### config.mk
export PLATFORM = sky130hd
export DESIGN_NAME = mem_port_arbiter
export DESIGN_NICKNAME = d
export VERILOG_FILES = /design/src/rtl/mem_arb_pkg.sv /design/src/rtl/mem_wait_timer.sv /design/src/rtl/mem_port_arbiter.sv
export SDC_FILE = /design/constraint.sdc
export NUM_CORES = 1
export LEC_CHECK = 0
export ABC_CLOCK_PERIOD_IN_PS = 1500
export CAP_MARGIN = 10
export CORE_MARGIN = 4
export CORE_UTILIZATION = 37
export DETAILED_ROUTE_END_ITERATION = 10
export HOLD_SLACK_MARGIN = 0.1
export PLACE_DENSITY = 0.77
export SLEW_MARGIN = 20
export SYNTH_ARGS = -nofsm -noshare
export SYNTH_HDL_FRONTEND = slang
export SYNTH_SLANG_ARGS = --single-unit
### constraint.sdc
create_clock -name clk -period 1.5 [get_ports clk]
set_input_delay 0.3 -clock clk [delete_from_list [all_inputs] [get_ports clk]]
set_output_delay 0.3 -clock clk [all_outputs]
set_load 0.05 [all_outputs]
### src/rtl/mem_arb_pkg.sv
// Shared types and constants for the IF/MEM memory port arbiter.
package mem_arb_pkg;

    // Arbiter FSM: idle, data access in flight, instruction access in flight.
    typedef enum logic [1:0] {
        IDLE  = 2'd0,
        D_ACC = 2'd1,
        I_ACC = 2'd2
    } arb_state_t;

    // Default number of cycles an access may wait for mem_ready.
    localparam int TIMEOUT_DEF = 64;

    // Wait-timer width; at least one bit even for the smallest legal TIMEOUT.
    function automatic int timer_w(input int timeout);
        return (timeout > 2) ? $clog2(timeout) : 1;
    endfunction

endpackage

### src/rtl/mem_wait_timer.sv
// Counts cycles an access has been waiting for mem_ready and flags the last
// allowed cycle so the arbiter can abort instead of hanging.
module mem_wait_timer
    import mem_arb_pkg::*;
#(
    parameter int TIMEOUT = TIMEOUT_DEF
) (
    input  logic clk,
    input  logic rst_n,
    input  logic i_clr,
    input  logic i_en,
    output logic o_expired
);

    localparam int              W    = timer_w(TIMEOUT);
    localparam logic [W-1:0]    LAST = W'(TIMEOUT - 1);

    logic [W-1:0] r_cnt;

    // Cycle counter; saturates at LAST so it never wraps during an abort cycle.
    always_ff @(posedge clk or negedge rst_n) begin
        if (!rst_n)
            r_cnt <= '0;
        else if (i_clr)
            r_cnt <= '0;
        else if (i_en && (r_cnt != LAST))
            r_cnt <= r_cnt + W'(1);
    end

    assign o_expired = i_en && (r_cnt == LAST);

endmodule

### src/rtl/mem_port_arbiter.sv
// Shares one single-ported memory between fetch (IF) and load/store (MEM).
// Data is served before instruction; a global stall holds the pipeline until
// every active requester has been served, and read data is held in registers
// so both stages see their results in the release cycle.
module mem_port_arbiter
    import mem_arb_pkg::*;
#(
    parameter int ADDR_W  = 32,
    parameter int DATA_W  = 32,
    parameter int TIMEOUT = TIMEOUT_DEF
) (
    input  logic              clk,
    input  logic              rst_n,
    input  logic              if_req,
    input  logic [ADDR_W-1:0] if_addr,
    output logic [DATA_W-1:0] if_rdata,
    input  logic              dm_read,
    input  logic              dm_write,
    input  logic [ADDR_W-1:0] dm_addr,
    input  logic [DATA_W-1:0] dm_wdata,
    output logic [DATA_W-1:0] dm_rdata,
    output logic              mem_req,
    output logic              mem_we,
    output logic [ADDR_W-1:0] mem_addr,
    output logic [DATA_W-1:0] mem_wdata,
    input  logic [DATA_W-1:0] mem_rdata,
    input  logic              mem_ready,
    output logic              stall,
    output logic              err
);

    arb_state_t        r_state, w_next;
    logic              r_if_done, r_dm_done;
    logic              r_mem_req, r_mem_we, r_err;
    logic [ADDR_W-1:0] r_mem_addr;
    logic [DATA_W-1:0] r_mem_wdata, r_if_rdata, r_dm_rdata;

    logic w_dm_act, w_dm_pend, w_if_pend;
    logic w_issue_d, w_issue_i, w_fin, w_ok, w_abort;
    logic w_in_acc, w_expired;

    assign w_dm_act  = dm_read | dm_write;
    assign w_dm_pend = w_dm_act & ~r_dm_done;
    assign w_if_pend = if_req & ~r_if_done;
    assign w_in_acc  = (r_state != IDLE);

    // Pipeline holds while any active requester is still unserved.
    assign stall = w_if_pend | w_dm_pend;

    // Timer restarts in IDLE and whenever the memory answers.
    mem_wait_timer #(
        .TIMEOUT (TIMEOUT)
    ) u_timer (
        .clk       (clk),
        .rst_n     (rst_n),
        .i_clr     (~w_in_acc | mem_ready),
        .i_en      (w_in_acc),
        .o_expired (w_expired)
    );

    // FSM state register.
    always_ff @(posedge clk or negedge rst_n) begin
        if (!rst_n) r_state <= IDLE;
        else        r_state <= w_next;
    end

    // Next state: data has priority; an access ends on ready or on timeout.
    always_comb begin
        w_next = r_state;
        case (r_state)
            IDLE: begin
                if (w_dm_pend)      w_next = D_ACC;
                else if (w_if_pend) w_next = I_ACC;
            end
            D_ACC, I_ACC: begin
                if (mem_ready || w_expired) w_next = IDLE;
            end
            default: w_next = IDLE;
        endcase
    end

    // FSM decode: issue strobes in IDLE, completion/abort strobes in an access.
    always_comb begin
        w_issue_d = 1'b0;
        w_issue_i = 1'b0;
        w_fin     = 1'b0;
        w_ok      = 1'b0;
        w_abort   = 1'b0;
        case (r_state)
            IDLE: begin
                w_issue_d = w_dm_pend;
                w_issue_i = ~w_dm_pend & w_if_pend;
            end
            D_ACC, I_ACC: begin
                w_ok    = mem_ready;
                w_abort = ~mem_ready & w_expired;
                w_fin   = mem_ready | w_expired;
            end
            default: ;
        endcase
    end

    // Memory request registers and held read data.
    always_ff @(posedge clk or negedge rst_n) begin
        if (!rst_n) begin
            r_mem_req   <= 1'b0;
            r_mem_we    <= 1'b0;
            r_mem_addr  <= '0;
            r_mem_wdata <= '0;
            r_if_rdata  <= '0;
            r_dm_rdata  <= '0;
            r_err       <= 1'b0;
        end else begin
            if (w_issue_d) begin
                r_mem_req   <= 1'b1;
                r_mem_we    <= dm_write;   // read+write together is taken as a store
                r_mem_addr  <= dm_addr;
                r_mem_wdata <= dm_wdata;
            end else if (w_issue_i) begin
                r_mem_req  <= 1'b1;
                r_mem_we   <= 1'b0;
                r_mem_addr <= if_addr;
            end else if (w_fin) begin
                r_mem_req <= 1'b0;
            end
            // Latched we, not live dm_read, decides: the request may have dropped.
            if (w_ok && (r_state == D_ACC) && !r_mem_we)
                r_dm_rdata <= mem_rdata;
            if (w_ok && (r_state == I_ACC))
                r_if_rdata <= mem_rdata;
            if (w_abort)
                r_err <= 1'b1;
        end
    end

    // Done flags: set when an access ends, cleared on any edge where stall is low.
    always_ff @(posedge clk or negedge rst_n) begin
        if (!rst_n) begin
            r_dm_done <= 1'b0;
            r_if_done <= 1'b0;
        end else begin
            if (w_fin && (r_state == D_ACC)) r_dm_done <= 1'b1;
            else if (!stall)                 r_dm_done <= 1'b0;
            if (w_fin && (r_state == I_ACC)) r_if_done <= 1'b1;
            else if (!stall)                 r_if_done <= 1'b0;
        end
    end

    assign mem_req   = r_mem_req;
    assign mem_we    = r_mem_we;
    assign mem_addr  = r_mem_addr;
    assign mem_wdata = r_mem_wdata;
    assign if_rdata  = r_if_rdata;
    assign dm_rdata  = r_dm_rdata;
    assign err       = r_err;

endmodule

==> impl_results.md, run 1 <==
- Worst Hold Class: input pin to asynchronous set/reset pin
- Yosys top cell by area: dfrtp_1
- Iteration-0 DRC Markers: 324
- Required time worst endpoint: 1830 ps
- Synth cell types: 38
- R2R Setup Slk: -220 ps
- Mapped Area: 0.00561 mm2
- Status: complete, but fails checks
- EDFF count, synth: 0
- Asr flop ratio synth: 100%
- Initial core utilization: 38.1%
- First-pass GRT wire length: 32000 um
- Violated checks: negative setup slack
- Total CTS buffers: 17
- P&R area growth vs syn: 114%
- CTS Root Cell: clkbuf_16
- Count leader, synth: dfrtp_1
- RSZ-0062 raised after global routing: yes
- Fin crit share: 115%
- Seq cells post-synth: 141
- Max_slew headroom: 72.8%
- Vias in the first global route: 5612
- Final instance area: 0.0120 mm2
- FMAX: 582 MHz
- Row cnt: 44
- Clk slew on worst S/H paths: 60 ps
- Final worst slack: -219 ps
- # DRC: 0
- Dpl hpwl: 14100 um
- Max Slew Vio Count: 0
- Global Route Usage Sum: 25.0%
- Post-DRT Antenna Nets: 0
- Clk_skew: 11.2 ps
- WS Path Type: flip-flop to flip-flop
- PortBufs: 265
- Slew @ Worst Pin: 408 ps
- Initial antenna violation count: 0
- Layout Cells excl Fill: 1008
- Die X-Extent: 131 um
- DIE AREA: 0.0172 mm2
- Share of layout cells above drive strength 1: 47.5%
- Crit end category: flip-flop
- RR Startpoint: r_state[1]$_DFFE_PN0P_
- Power Density: 2880 mW/mm2
- Clk Latency, worst-skew pair: 420 ps
- Post-synth top flop: dfrtp_1
- Critical Path AT: 2050 ps
- Via count: 5401
- Post-synth top area share: 62.9%
- Final Net Count: 950
- P_leak: 5.50 nW
- Chip height: 131 um
- CTS tree: built
- Placed Cells incl. Taps: 934
- Overflow after GRT: 0
- Clock sinks: 141
- Crit start category: flip-flop
- Final hold viol count: 0
- Core footprint: 0.0147 mm2
- Tot Pwr: 0.0346 W
- Wire length per cell: 24.2 um
- Peak supply drop: 1.58 mV
- Crit-path max FO: 7
- Synth top area cells: dfrtp_1 (63%), mux2_2 (13%), nand2_1 (9.0%)
- Fin Setup TNS: -15410 ps
- Synth top cells by count: dfrtp_1 (141), nand2_1 (134), mux2_2 (64)
- Clock Path Buffers: 2
- Synth Net Count: 617
- Vias per inst: 5.36
- H-tree Lvls: 4
- Largest net degree at the start of global routing: 39
- Placer Congestion: 0.828
- Minimum clock period: 1720 ps
- Ant diodes: 0
- Routed wire length: 24400 um
- Pre-antenna DRT Iters: 4
- Placement Setup Slack: -320 ps
- # setup viols final: 137
- Seq/Total Area, Yosys: 62.9%
- Post-place instance area: 0.0101 mm2
- # IOs: 266
- Max cap viols: 0
- Post-Syn Area per Cell: 11.7 um2
- FF-to-FF path depth: 9
- Warnings, synthesis: 0
- Syn Inst Count: 479
- Reg2reg end: mem_addr[2]$_DFFE_PN0P_
-- through the flow --
stage | hold WS [ps] | utilization [%]
after global placement | 235 | 68.5
after CTS | 381 | 76.6
after global routing | 394 | 81.8
after detailed placement | 239 | 68.5
final | 390 | 81.8
after floorplan | 4.41 | -
-- layer usage --
layer	track usage [%]	vias up	wire, um
li1	-	2328	-
met1	28.2	2786	8760
met2	46.8	245	13500
met3	5.67	42	1540
met4	7.44	0	565
met5	0	-	0
-- what timing repair did --
| item | 4_1_cts | 5_1_grt |
|---|---|---|
| setup endpoints to repair | 142 | 142 |
| pin swaps | 10 | 39 |
| resized for setup | 49 | 145 |
| hold buffers | 1 | 0 |
| endpoints found under the hold margin | 31 | 0 |
| buffers inserted | 18 | 10 |
| cloned | 8 | 12 |
-- worst max-delay path by stage --
stage               slack [ps]                    from  cells past startpoint                           end
global placement          -300                dm_write                      4                         stall
detailed placement        -320  r_state[0]$_DFFE_PN0P_                      6  u_timer.r_cnt[3]$_DFFE_PN0P_
finish                    -220  r_state[1]$_DFFE_PN0P_                      9       mem_addr[2]$_DFFE_PN0P_
floorplan                   -6  r_state[0]$_DFFE_PN0P_                      5      if_rdata[10]$_DFFE_PN0P_
global route              -280  r_state[1]$_DFFE_PN0P_                      9      mem_addr[12]$_DFFE_PN0P_
CTS                       -190   r_dm_done$_DFFE_PN0P_                      3                         stall
-- report_power, final --
| group | switching [W] | leakage (nW) | total, W | internal (W) |
|---|---|---|---|---|
| Sequential | 0.00215 | 1.74 | 0.00780 | 0.00565 |
| Clock | 0.00163 | 0.297 | 0.00441 | 0.00278 |
| Combinational | 0.0112 | 3.47 | 0.0224 | 0.0112 |
| Total | 0.0150 | 5.50 | 0.0346 | 0.0196 |
-- logic make-up (layout without fill, tap and decap cells) --
kind of cell | after synthesis | after routing | share of synthesized area, %
DFF | 141 | 141 | 62.9
xor gates and xnor gates | 1 | 1 | 0.156
muxes | 64 | 64 | 12.9
AOI/OAI and AO/OA | 84 | 84 | 9.22
and+or+nand+nor | 152 | 152 | 11.1
adders and majority gates | 4 | 4 | 0.893
buffers and inverters | 33 | 378 | 2.88
-- flip-flops by register name, indices dropped and copies added (netlist names) --
register       flops
dm_rdata          32
if_rdata          32
mem_addr          32
mem_wdata         32
u_timer.r_cnt      6
r_state            2
err                1
mem_req            1
mem_we             1
r_dm_done          1
r_if_done          1
-- cells in the final DEF, fill, tap and decap left out, types with 2 or more instances in the layout --
cell	n
buf_12	150
dfrtp_1	140
clkdlybuf4s50_1	132
nand2_1	102
mux2_2	41
clkbuf_16	27
buf_4	27
o21ai_1	24
mux2_4	23
nand2_2	21
o22ai_1	17
buf_6	14
o22ai_2	12
nand2_4	11
o21ai_2	9
buf_16	5
o22ai_4	4
ha_4	4
clkbuf_8	4
a21oi_1	3
a22o_1	3
clkinvlp_4	3
clkinv_2	3
bufinv_16	3
buf_8	3
inv_2	2
nand3_4	2
inv_1	2
nor2_1	2
-- cell type report --
type,instances,area [um2]
well taps,184,230
clock buffers,21,480
fillers,730,2680
repair buffers,342,5130
multi-input cells,305,2490
flip-flops and latches,141,3530
inverters,5,21.3
clock inverters,10,136
-- critical path, stage by stage, from the launching register on --
cell	delay (ps)
dfrtp_1	400
inv_2	110
ha_4	170
buf_6	120
inv_4	40
nor2_4	220
buf_12	160
clkbuf_16	150
o22ai_2	80
o21ai_1	160
(Power assumes the default switching activity.)
==> run 2: changes to the inputs <==
Settings changed: ABC_CLOCK_PERIOD_IN_PS 1500 to 1800, CORE_UTILIZATION 37 to 41, PLACE_DENSITY 0.77 to 0.8.
Clock period 1.5 ns to 1.8 ns, I/O delays scaled along.
==> run 2 against run 1 <==
  * Setup slack gained 290 ps
  * Design area fell by 26%
  * Critical endpoint is now stall
  * Routed wire length fell by 33%
  * Final cell count decreased by 5.9%
  * Utilization decreased by 15 points
  * Global-route usage shrank 4.1 points
  * Largest cell class is now sequential cells
  * Largest power group unchanged
  * Critical path depth fell by 6
  * Clock skew is 5.5 ps lower
  * Worst hold slack better by 65 ps
  * Non-clock buffer count is 52 lower
  * Via count decreased by 12%
  * The flow now finishes without violations
==> impl_results.md, run 2 (synthesis gave the netlist of run 1 again) <==
- Via count: 4742
- Row cnt: 42
- Max Slew Vio Count: 0
- Worst Hold Class: input pin to flip-flop
- Clock sinks: 141
- Vias per inst: 5.00
- Routed wire length: 16300 um
- # IOs: 266
- Status: finished, final reports clean
- Crit path to: stall
- Initial core utilization: 42.2%
- CP startpoint: r_dm_done$_DFFE_PN0P_
- Critical Path AT: 1370 ps
- R2R Setup Slk: 100 ps
- Crit-path max FO: 3
- RR Startpoint: r_state[0]$_DFFE_PN0P_
- Finished Core Util: 67.2%
- Buf+Inv Stages, Crit Path: 1
- Worst path depth: 3
- Total CTS buffers: 17
- Ant diodes: 0
- Power Density: 2320 mW/mm2
- Peak supply drop: 0.987 mV
- Required time worst endpoint: 1440 ps
- WS Path Type: flip-flop to primary output
- Final Net Count: 898
- Post-DRT Antenna Nets: 0
- Reg2reg end: u_timer.r_cnt[0]$_DFFE_PN0P_
- Fin crit share: 95.9%
- # DRC: 0
- Dpl hpwl: 12200 um
- First-pass GRT wire length: 26200 um
- Share of layout cells above drive strength 1: 34.4%
- Slowest-stage cell, CP: dfrtp_1
- Placer Congestion: 0.797
- Wire length per cell: 17.2 um
- CP delay by family, top: flip-flops
- Global Route Usage Sum: 20.9%
- Clk slew on worst S/H paths: 60 ps
- FF-to-FF path depth: 7
- Fin Setup TNS: 0 ps
- Max cap viols: 0
- Crit-path cells: o21ba_4 > or2_4 > buf_12
- Max_slew headroom: 69.8%
- Die X-Extent: 125 um
- Overflow after GRT: 0
- P&R area growth vs syn: 59.3%
- Initial antenna violation count: 0
- Hold Path Stages: 3
- Minimum clock period: 1730 ps
- Hold WS: 455 ps
- P_leak: 4.26 nW
- Commonest non-fill, non-tap cell in the layout: buf_4
- CP max stage delay: 370 ps
- Pre-antenna DRT Iters: 4
- Largest net degree at the start of global routing: 84
- Clk Latency, worst-skew pair: 410 ps
- Chip height: 125 um
- # setup viols final: 0
- Clk_skew: 5.74 ps
- Iteration-0 DRC Markers: 208
- H-tree Lvls: 4
- PortBufs: 265
- Filler cells: 1016
- Core footprint: 0.0133 mm2
- Vias in the first global route: 5005
- Crit end category: primary output
- FMAX: 579 MHz
- RSZ-0062 raised after global routing: no
- Crit start category: flip-flop
- Clock Path Buffers: 2
- Slew @ Worst Pin: 453 ps
- DIE AREA: 0.0156 mm2
- CTS tree: built
- Highest-count cells in the layout ignoring fill and taps: buf_4 (148), dfrtp_1 (141), nand2_1 (134)
- Final hold viol count: 0
- CTS Root Cell: clkbuf_16
==> run 2: worst register-to-register path: stages, from the launching register on <==
cell and delay (ps):
dfrtp_1 390, inv_1 120, ha_2 220, nand2b_2 160, nor3_4 70, buf_4 140, or3_2 400, a21oi_1 130
==> run 2: what timing repair did <==
action,CTS,global route
endpoints found under the setup margin,1,3
resized for setup,3,3
gates cloned,0,0
endpoints found under the hold margin,141,0
pin swaps,0,1
hold buffers,1,0
setup buffers,0,4
==> run 2: stage by stage <==
stage                     cells  instance area (um2)  total power (W)  setup WS (ps)
after CTS                   945                 8890           0.0209           3.30
final                       949                 8930           0.0207           73.8
after detailed placement    912                 8280           0.0173           -137
after global routing        949                 8930           0.0217           6.85
after floorplan             479                 5610           0.0133            245
after global placement      912                 8280           0.0170          -74.9
==> run 2: how the worst min path moves through the flow <==
stage | from | end | slack (ps)
6_report | dm_write | mem_we$_DFFE_PN0P_ | 460
2_1_floorplan | rst_n | dm_rdata[0]$_DFFE_PN0P_ | 60
5_1_grt | dm_write | mem_we$_DFFE_PN0P_ | 440
4_1_cts | dm_write | mem_we$_DFFE_PN0P_ | 440
3_5_place_dp | rst_n | if_rdata[30]$_DFFE_PN0P_ | 370
3_3_place_gp | rst_n | if_rdata[30]$_DFFE_PN0P_ | 360
==> run 2: routing by layer <==
layer | routed length, um | share of wire, % | GRT usage, % | vias up
li1 | - | - | - | 2211
met1 | 6220 | 38 | 23.3 | 2318
met2 | 8600 | 53 | 37.6 | 179
met3 | 1040 | 6.4 | 5.71 | 34
met4 | 467 | 2.9 | 8.93 | 0
met5 | 0 | 0 | 0 | -
==> run 2: layout make-up <==
class | count | area, um2 | area share [%]
flip-flops and latches | 141 | 3530 | 39.5
repair buffers | 290 | 2620 | 29.3
multi-input cells | 305 | 1950 | 21.8
clock buffers | 17 | 425 | 4.76
well taps | 176 | 220 | 2.47
clock inverters | 15 | 173 | 1.93
inverters | 5 | 18.8 | 0.210
==> run 2: power by group <==
group | switching, W | internal [W] | total, W
clock network | 0.00133 | 0.00217 | 0.00350
logic | 0.00790 | 0.00380 | 0.0117
registers | 0.000828 | 0.00470 | 0.00553
==> run 3: changes to the inputs <==
--- a/config.mk
+++ b/config.mk
@@ -7,9 +7,10 @@
 export LEC_CHECK = 0
-export ABC_CLOCK_PERIOD_IN_PS = 1800
+export ABC_CLOCK_PERIOD_IN_PS = 2150
 export CAP_MARGIN = 10
 export CORE_MARGIN = 4
-export CORE_UTILIZATION = 41
+export CORE_UTILIZATION = 44
+export CTS_BUF_LIST = sky130_fd_sc_hd__clkbuf_4 sky130_fd_sc_hd__clkbuf_8 sky130_fd_sc_hd__clkbuf_16
 export DETAILED_ROUTE_END_ITERATION = 10
 export HOLD_SLACK_MARGIN = 0.1
-export PLACE_DENSITY = 0.8
+export PLACE_DENSITY = 0.85
 export SLEW_MARGIN = 20
==> constraint.sdc (replaced) <==
create_clock -name clk -period 2.15 [get_ports clk]
set_input_delay 0.43 -clock clk [delete_from_list [all_inputs] [get_ports clk]]
set_output_delay 0.43 -clock clk [all_outputs]
set_load 0.005 [all_outputs]
==> run 3 against run 2 <==
  * Sequential power down 17%
  * Global-route usage up 1.8 points
  * Setup slack worse by 5.7 ps
  * Clock skew up 11 ps
  * Final cell count down 1.8%
  * Routed wire length up 1.4%
  * Via count down 0.70%
  * First-iteration DRC count down 14%
  * Die area down 6.4%
  * Worst hold slack better by 14 ps
  * Clock-buffer cell count up 1
  * Highest routed layer unchanged
==> impl_results.md, run 3 (synthesis gave the netlist of run 1 again) <==
- Crit-path max FO: 2
- Vias per inst: 5.05
- Via count: 4709
- Post-CTS Setup Repair Bufs: 0
- DIE AREA: 0.0146 mm2
- Met3 Routed Length: 1230 um
- Crit end category: primary output
- PortBufs: 265
- Initial core utilization: 45.7%
- Max Slew Vio Count: 0
- Post-DRT Antenna Nets: 0
- Final instance area: 0.00914 mm2
- # setup viols final: 0
- Filler cells: 794
- RSZ-0062 raised after global routing: no
- M1 WL: 6100 um
- Minimum clock period: 2080 ps
- Worst Hold Class: flip-flop to flip-flop
- Clock sinks: 141
- Dpl hpwl: 11900 um
- Iteration-0 DRC Markers: 179
- DR top layer: met4
- Overflow after GRT: 0
- Chip height: 121 um
- Largest net degree at the start of global routing: 66
- Slowest-stage cell, CP: clkdlybuf4s50_1
- Die X-Extent: 121 um
- Sequential Area: 0.00353 mm2
- Max_slew headroom: 43.5%
- Power Density: 1460 mW/mm2
- CTS tree: built
- FMAX: 480 MHz
- Final hold viol count: 0
- WS Path Type: input pin to primary output
- Share of layout cells above drive strength 1: 16.1%
- Status: finished, final reports clean
- P&R area growth vs syn: 63.1%
- Fin crit share: 96.8%
- Routed wire length: 16600 um
- Ant diodes: 0
- Clk slew on worst S/H paths: 60 ps
- Max cap viols: 0
- Clock Path Buffers: 2
- Final Net Count: 889
- Core footprint: 0.0123 mm2
- Slew @ Worst Pin: 847 ps
- Highest-count cells in the layout ignoring fill and taps: clkdlybuf4s50_1 (262), dfrtp_1 (141), nand2_1 (134)
- Row cnt: 40
- CP max stage delay: 430 ps
- Global Route Usage Sum: 22.8%
- H-tree Lvls: 4
- Total CTS buffers: 17
- Crit-path cells: clkdlybuf4s50_1 > o21ba_2 > or2_2 > clkdlybuf4s15_1
- Initial antenna violation count: 0
- Pre-antenna DRT Iters: 4
- Placer Congestion: 0.772
- Area of the multi-input gates: 0.00194 mm2
- Crit start category: input pin
- Clk Latency, worst-skew pair: 420 ps
- # IOs: 266
- # DRC: 0
- Commonest non-fill, non-tap cell in the layout: clkdlybuf4s50_1
- Peak supply drop: 0.773 mV
- Detail Route met2 WL: 8730 um
- Vias in the first global route: 5120
- Wire length per cell: 17.8 um
- CTS Root Cell: clkbuf_16
- Critical Path AT: 1650 ps
- P_leak: 4.03 nW
- Final worst slack: 68.0 ps
- Required time worst endpoint: 1720 ps
- Clk_skew: 16.9 ps
- First-pass GRT wire length: 25900 um
- Post-place instance area: 0.00854 mm2
- Placement Setup Slack: -201 ps
==> run 3: cell count changes in the layout (fill, tap and decap cells not counted), sizes merged <==
| cell | before | now |
|---|---|---|
| buf | 157 | 15 |
| clkdlybuf4s50 | 130 | 262 |
| bufinv | 3 | 2 |
| clkbuf | 17 | 18 |
| clkdlybuf4s15 | 0 | 1 |
| clkinv | 8 | 7 |
| clkinvlp | 3 | 4 |
| dlygate4sd2 | 1 | 0 |
| nor2 | 4 | 5 |
==> run 3: where the power goes <==
group / internal, W / leakage, nW / total, W / switching (W)
logic: 0.00350 / 2.01 / 0.00591 / 0.00240
registers: 0.00394 / 1.74 / 0.00461 / 0.000676
clock network: 0.00173 / 0.278 / 0.00285 / 0.00112
==> run 3: layout make-up <==
class / instances / share of cell area [%]
clock buffers: 18 / 4.80
clock inverters: 14 / 1.59
inverters: 5 / 0.205
multi-input cells: 306 / 21.2
flip-flops and latches: 141 / 38.6
well taps: 168 / 2.30
repair buffers: 280 / 31.3
==> run 3: path summary, 6_finish.rpt <==
| path | from | to | slack, ps | cells after the start |
|---|---|---|---|---|
| max | dm_write | stall | 70 | 4 |
| min | mem_wdata[22]$_DFFE_PN0N_ | mem_wdata[22]$_DFFE_PN0N_ | 470 | 2 |
| max reg2reg | r_state[0]$_DFFE_PN0P_ | mem_addr[18]$_DFFE_PN0P_ | 230 | 6 |
| min reg2reg | mem_wdata[22]$_DFFE_PN0N_ | mem_wdata[22]$_DFFE_PN0N_ | 470 | 2 |
| max in group asynchronous | rst_n | if_rdata[12]$_DFFE_PN0P_ | 940 | 3 |
| min in group asynchronous | rst_n | mem_addr[15]$_DFFE_PN0P_ | 530 | 2 |
==> run 3: critical path: cells and delay by family <==
| kind | cells | cell delay [ps] |
|---|---|---|
| buffers and inverters | 2 | 660 |
| AND/OR/NAND/NOR | 1 | 310 |
| AO/OA/AOI/OAI | 1 | 240 |
==> run 3: routing by layer <==
layer | GRT usage [%] | vias to the layer above
li1 | - | 2202
met1 | 24.6 | 2284
met2 | 40.7 | 190
met3 | 7.32 | 33
met4 | 9.77 | 0
met5 | 0 | -
==> run 3: timing repair <==
item,4_1_cts,5_1_grt
resized for setup,1,2
pin swaps,0,1
hold buffers,1,0
hold endpoints to repair,47,0
gates cloned,0,1
setup endpoints to repair,1,10
==> run 3: metrics by stage <==
| stage | cells | hold WS, ps | utilization, % | setup TNS, ps | total power, W |
|---|---|---|---|---|---|
| global route | 932 | 484 | 74.6 | 0 | 0.0143 |
| detailed placement | 898 | 404 | 69.6 | -5670 | 0.0105 |
| finish | 932 | 469 | 74.6 | 0 | 0.0134 |
| CTS | 931 | 475 | 74.5 | 0 | 0.0135 |
| floorplan | 479 | 134 | - | 0 | 0.00693 |
| global placement | 898 | 399 | 69.6 | -3340 | 0.0102 |
